--- src/rtl/hilo_pkg.sv ---
// ============================================================================
// hilo_pkg : shared op encodings and state type for the HI/LO unit
// Revision : 1.0
// ============================================================================
`default_nettype none

package hilo_pkg;

    localparam logic [2:0] HILO_NOP   = 3'd0;
    localparam logic [2:0] HILO_MULT  = 3'd1;
    localparam logic [2:0] HILO_MULTU = 3'd2;
    localparam logic [2:0] HILO_MTHI  = 3'd3;
    localparam logic [2:0] HILO_MTLO  = 3'd4;
    localparam logic [2:0] HILO_MFHI  = 3'd5;
    localparam logic [2:0] HILO_MFLO  = 3'd6;

    typedef enum logic [1:0] {
        IDLE = 2'd0,
        CALC = 2'd1,
        DONE = 2'd2
    } state_e;

endpackage

`default_nettype wire

--- src/rtl/multu_fix.sv ---
// ============================================================================
// multu_fix : converts a signed 32x32 product into the unsigned product
// Revision  : 1.0
// ============================================================================
`default_nettype none

module multu_fix (
    input  logic [63:0] mult_z_i,
    input  logic [31:0] a_i,
    input  logic [31:0] b_i,
    input  logic        signed_i,
    output logic [63:0] prod_o
);

    logic [31:0] w_add_a;
    logic [31:0] w_add_b;
    logic [31:0] w_hi_fix;

    // A negative-read operand lost 2^32 of weight; add the other operand back
    // into the upper word (the lower word is identical for both signednesses).
    assign w_add_a  = (!signed_i && a_i[31]) ? b_i : 32'd0;
    assign w_add_b  = (!signed_i && b_i[31]) ? a_i : 32'd0;
    assign w_hi_fix = mult_z_i[63:32] + w_add_a + w_add_b;
    assign prod_o   = {w_hi_fix, mult_z_i[31:0]};

endmodule

`default_nettype wire

--- src/rtl/hilo_unit.sv ---
// ============================================================================
// hilo_unit : HI/LO registers and multiply sequencer for the MIPS datapath
// Revision  : 1.0
// ============================================================================
`default_nettype none

module hilo_unit
    import hilo_pkg::*;
#(
    parameter int MULT_CYCLES = 4
) (
    input  logic        clk,
    input  logic        reset,
    input  logic        start,
    input  logic [2:0]  op,
    input  logic [31:0] rs_data,
    input  logic [31:0] rt_data,
    input  logic [63:0] mult_z,
    output logic [31:0] mult_a,
    output logic [31:0] mult_b,
    output logic        mult_ena,
    output logic        mult_reset,
    output logic        busy,
    output logic        done,
    output logic [31:0] hi,
    output logic [31:0] lo,
    output logic [31:0] rd_data
);

    localparam logic [3:0] CNT_INIT = 4'(MULT_CYCLES - 1);

    state_e      state_q, state_d;
    logic [3:0]  cnt_q, cnt_d;
    logic [31:0] a_q, a_d;
    logic [31:0] b_q, b_d;
    logic        signed_q, signed_d;
    logic [31:0] hi_q, hi_d;
    logic [31:0] lo_q, lo_d;
    logic [31:0] rd_q, rd_d;
    logic [63:0] w_prod;

    multu_fix u_multu_fix (
        .mult_z_i (mult_z),
        .a_i      (a_q),
        .b_i      (b_q),
        .signed_i (signed_q),
        .prod_o   (w_prod)
    );

    always_ff @(posedge clk) begin
        if (reset) begin
            state_q  <= IDLE;
            cnt_q    <= 4'd0;
            a_q      <= 32'd0;
            b_q      <= 32'd0;
            signed_q <= 1'b0;
            hi_q     <= 32'd0;
            lo_q     <= 32'd0;
            rd_q     <= 32'd0;
        end else begin
            state_q  <= state_d;
            cnt_q    <= cnt_d;
            a_q      <= a_d;
            b_q      <= b_d;
            signed_q <= signed_d;
            hi_q     <= hi_d;
            lo_q     <= lo_d;
            rd_q     <= rd_d;
        end
    end

    always_comb begin
        state_d  = state_q;
        cnt_d    = cnt_q;
        a_d      = a_q;
        b_d      = b_q;
        signed_d = signed_q;
        hi_d     = hi_q;
        lo_d     = lo_q;
        rd_d     = rd_q;
        case (state_q)
            IDLE: begin
                if (start) begin
                    case (op)
                        HILO_MULT, HILO_MULTU: begin
                            a_d      = rs_data;
                            b_d      = rt_data;
                            signed_d = (op == HILO_MULT);
                            cnt_d    = CNT_INIT;
                            state_d  = CALC;
                        end
                        HILO_MTHI: begin
                            hi_d    = rs_data;
                            state_d = DONE;
                        end
                        HILO_MTLO: begin
                            lo_d    = rs_data;
                            state_d = DONE;
                        end
                        HILO_MFHI: begin
                            rd_d    = hi_q;
                            state_d = DONE;
                        end
                        HILO_MFLO: begin
                            rd_d    = lo_q;
                            state_d = DONE;
                        end
                        default: ;
                    endcase
                end
            end
            CALC: begin
                // Product is sampled only here, after the settle window.
                if (cnt_q == 4'd0) begin
                    {hi_d, lo_d} = w_prod;
                    state_d      = DONE;
                end else begin
                    cnt_d = cnt_q - 4'd1;
                end
            end
            DONE:    state_d = IDLE;
            default: state_d = IDLE;
        endcase
    end

    assign mult_a     = a_q;
    assign mult_b     = b_q;
    assign mult_ena   = (state_q == CALC);
    assign mult_reset = reset;
    assign busy       = (state_q != IDLE);
    assign done       = (state_q == DONE);
    assign hi         = hi_q;
    assign lo         = lo_q;
    assign rd_data    = rd_q;

endmodule

`default_nettype wire

--- config.mk ---
export PLATFORM = sky130hd
export DESIGN_NAME = hilo_unit
export DESIGN_NICKNAME = d
export VERILOG_FILES = /design/src/rtl/hilo_pkg.sv /design/src/rtl/multu_fix.sv /design/src/rtl/hilo_unit.sv
export SDC_FILE = /design/constraint.sdc
export NUM_CORES = 1
export LEC_CHECK = 0
export ABC_CLOCK_PERIOD_IN_PS = 10100
export BUFFER_PORTS_ARGS = -buffer_cell sky130_fd_sc_hd__buf_4
export CORE_UTILIZATION = 45
export CTS_CLUSTER_DIAMETER = 120
export CTS_CLUSTER_SIZE = 14
export DETAILED_ROUTE_END_ITERATION = 8
export GPL_TIMING_DRIVEN = 1
export MAX_ROUTING_LAYER = met4
export PLACE_DENSITY = 0.76
export RECOVER_POWER = 50
export SLEW_MARGIN = 25
export SYNTH_ARGS = -nofsm -noshare
export SYNTH_HDL_FRONTEND = slang
export SYNTH_SLANG_ARGS = --single-unit
--- constraint.sdc ---
create_clock -name clk -period 10.1 [get_ports clk]
set_clock_uncertainty 0.15 [all_clocks]
set_input_delay 0.505 -clock clk [delete_from_list [all_inputs] [get_ports clk]]
set_output_delay 0.505 -clock clk [all_outputs]
set_load 0.05 [all_outputs]
==> run metrics <==
outcome=finished with violations; failing checks=max-capacitance violations, max-slew violations; Hold Violations, Final=0; drt pass-1 iters=5; vias post-DR=9663; Slowest Stage Delay on Critical Path=roughly 2700 ps; final setup fails=0; clock sink total=between 150 and 200; placed cells=about 1700; Sw Share=35.2%; Synth top area share=about a third; RSZ-0062 raised after global routing=no; crit-path cells=buf_6 -> clkbuf_1 -> buf_4; Area after DPL=about 0.012 mm^2; vias in the first global route=8846; first-pass GRT wire length=50.0 mm; register area=between 0.003 and 0.004 mm^2; Cell variety after synth=72; CTS resizes=0; actual slew at the worst max-slew pin=between 3000 and 4000 ps; DR WL/cell=between 15 and 20 um; CTS tree=yes; Critical Path End Type=output port; CP top delay family=buffers and inverters; number of synthesized flops with an enable pin=0; Max Cap Viol=1; CP arrival=about 4300 ps; fin crit period=between 4000 and 5000 ps; # hold bufs at CTS=0; die extent in x=between 100 and 150 um; num rows=53; combinational share of power=between 20% and 30%; antenna diode instance count=0; Slew HR=-147%; DR DRC count=0; CTS Root Cell=clkbuf_16; critical path class=input pin to output port; clock power share=37.6%; Slowest cell on crit path=clkbuf_1; Final period util=48.7%; sequential area share after synthesis=~35%; syn avg cell area=between 8 and 9 um^2; initial antenna violation count=0; Yosys reg bits=around 170; GRT Util Overall=between 30% and 40%; worst path bufs/invs=3; worst vdd ir=96.2 uV; commonest non-fill, non-tap cells in the layout=227 x nand2_1, 167 x dfxtp_1, 163 x clkbuf_1, 145 x buf_4, 119 x nor2_1; die area=roughly 0.022 mm^2; Post-synth top flop=dfxtp_1; io pins=a little under 300; postcts setup bufs=0; Reg clk slew, reported paths=approximately 70 ps; Max H-tree Level=4; HPWL Detailed=24.7 mm; Fill cells=2086; Worst Hold Class=input pin to register; multi-input combinational cell area=about 0.0059 mm^2; Synthesized Nets=roughly 1400; Final nets=about 1600; Skew-Pair Late Insertion Delay=430 ps; Worst Path Max Fanout=91; initial core utilization=between 40% and 50%; fin. max-slew vios=81; fin area=roughly 0.012 mm^2; Flop pwr share=40.0%; Layout Utilization=57.0%; R2R Setup Slk=approximately 6100 ps; synth top area cells=dfxtp_1 35%, nand2_1 8.8%, fa_1 6.6%; critical path data required time=about 9500 ps; hold path start=rt_data[7]; commonest non-fill, non-tap cell in the layout=nand2_1; Die Y=149 um; worst r2r src=mult_a[31]$_SDFFE_PP0P_; Final GP Congestion=roughly 1; asr flop ratio synth=0%; synthesized instance count=~1200; PortBufs=between 200 and 300; leakage dissipation=4.83 nW; Internal=between 1 and 1.5 mW; initial detailed-routing violation count=between 700 and 800; fin cells=between 1500 and 2000; Fmax achieved=203 MHz; Antenna Nets Post-Route=0; Mapped Area=a little under 0.01 mm^2; share of cells above drive strength 1=~14%; setup_tns=0 ps; final wirelength=32.7 mm; cts bufs inserted=17; CORE AREA=around 0.021 mm^2; top cell type by total area after synthesis=dfxtp_1; Crit. Startpoint=reset; via/cell ratio=between 5 and 6; Net Switching=about 0.65 mW; CTS max path bufs=2; P&R area growth vs syn=24.0%; synth warn=0; Setup crit start kind=input pin; power per cell area=roughly 150 mW/mm^2; largest net degree at the start of global routing=roughly 90; total gr overflow=0
routing by layer:
| metal | global-route usage (%) | up-vias | share of wire [%] |
|---|---|---|---|
| met4 | 7.84 | 0 | 1.8 |
| met2 | 42.1 | 444 | 42 |
| met3 | 4.91 | 36 | 8.1 |
| met1 | 44.9 | 4520 | 48 |
| met5 | - | - | 0 |
| li1 | - | 4663 | - |
cells in the mapped netlist (all sizes together), types with 6 or more instances:
master,instances
a211oi,57
a21o,8
a21oi,119
a311oi,31
a31oi,8
and2,70
and3,8
buf,28
clkbuf,58
dfxtp,167
fa,32
ha,32
inv,20
mux2i,37
nand2,228
nand3,19
nand4,7
nor2,121
nor3,21
o211ai,8
o21a,6
o21ai,25
o21bai,7
xnor2,7
xor2,14
kinds of logic (layout without fill, tap and decap cells):
family	after synthesis	after routing	synth area share [%]
AND/OR/NAND/NOR	505	505	23.5
AO/OA/AOI/OAI	298	298	21.0
flip-flops	167	167	34.5
buffers and inverters	106	360	4.55
adder cells (fa/ha/maj)	64	64	10.7
multiplexers	37	37	3.82
XOR/XNOR	21	21	1.90
area by class of cell:
class | instances | area share (%)
clock inverter | 14 | 1.53
multi-input combinational | 925 | 49.4
sequential | 167 | 27.8
inverter | 20 | 0.625
clock buffer | 18 | 3.57
tap | 275 | 2.86
timing repair buffer | 308 | 14.2
power by group through the flow:
stage	registers [mW]	clock network, mW	logic, mW
6_report	0.734	0.690	0.413
5_1_grt	0.739	0.731	0.441
4_1_cts	0.734	0.695	0.444
3_5_place_dp	0.749	0	0.443
3_3_place_gp	0.748	0	0.439
2_1_floorplan	0.871	0	0.156
state kept, by name (all words and copies together) (netlist names):
register  flops
hi           32
lo           32
mult_a       32
mult_b       32
rd_data      32
cnt_q         4
state_q       2
signed_q      1
path summary, 6_finish.rpt:
check                      endpoint  cells after the start
max                      mult_reset                      3
min          mult_b[7]$_SDFFE_PP0P_                      3
max reg2reg     hi[23]$_SDFFE_PP0P_                     12
min reg2reg  mult_a[2]$_SDFFE_PP0P_                      2
through the flow:
step / power, mW / hold slack, ps / worst slack, ps
floorplan: 1.03 / 318 / 6280
global placement: 1.19 / 302 / 6270
detailed placement: 1.19 / 311 / 6170
CTS: 1.87 / 154 / 6090
global route: 1.91 / 161 / 4940
finish: 1.84 / 161 / 5180
worst register-to-register path: stages (launching register included):
cell,delay [ps]
dfxtp_1,360
nor2b_1,440
buf_4,310
and2_1,180
fa_1,420
ha_1,490
nand4_1,210
nor4_1,280
o21ai_0,230
a32oi_2,340
xor2_1,110
a211oi_1,240
nor3_1,70
Note: power is estimated with default switching activity, not from simulation.
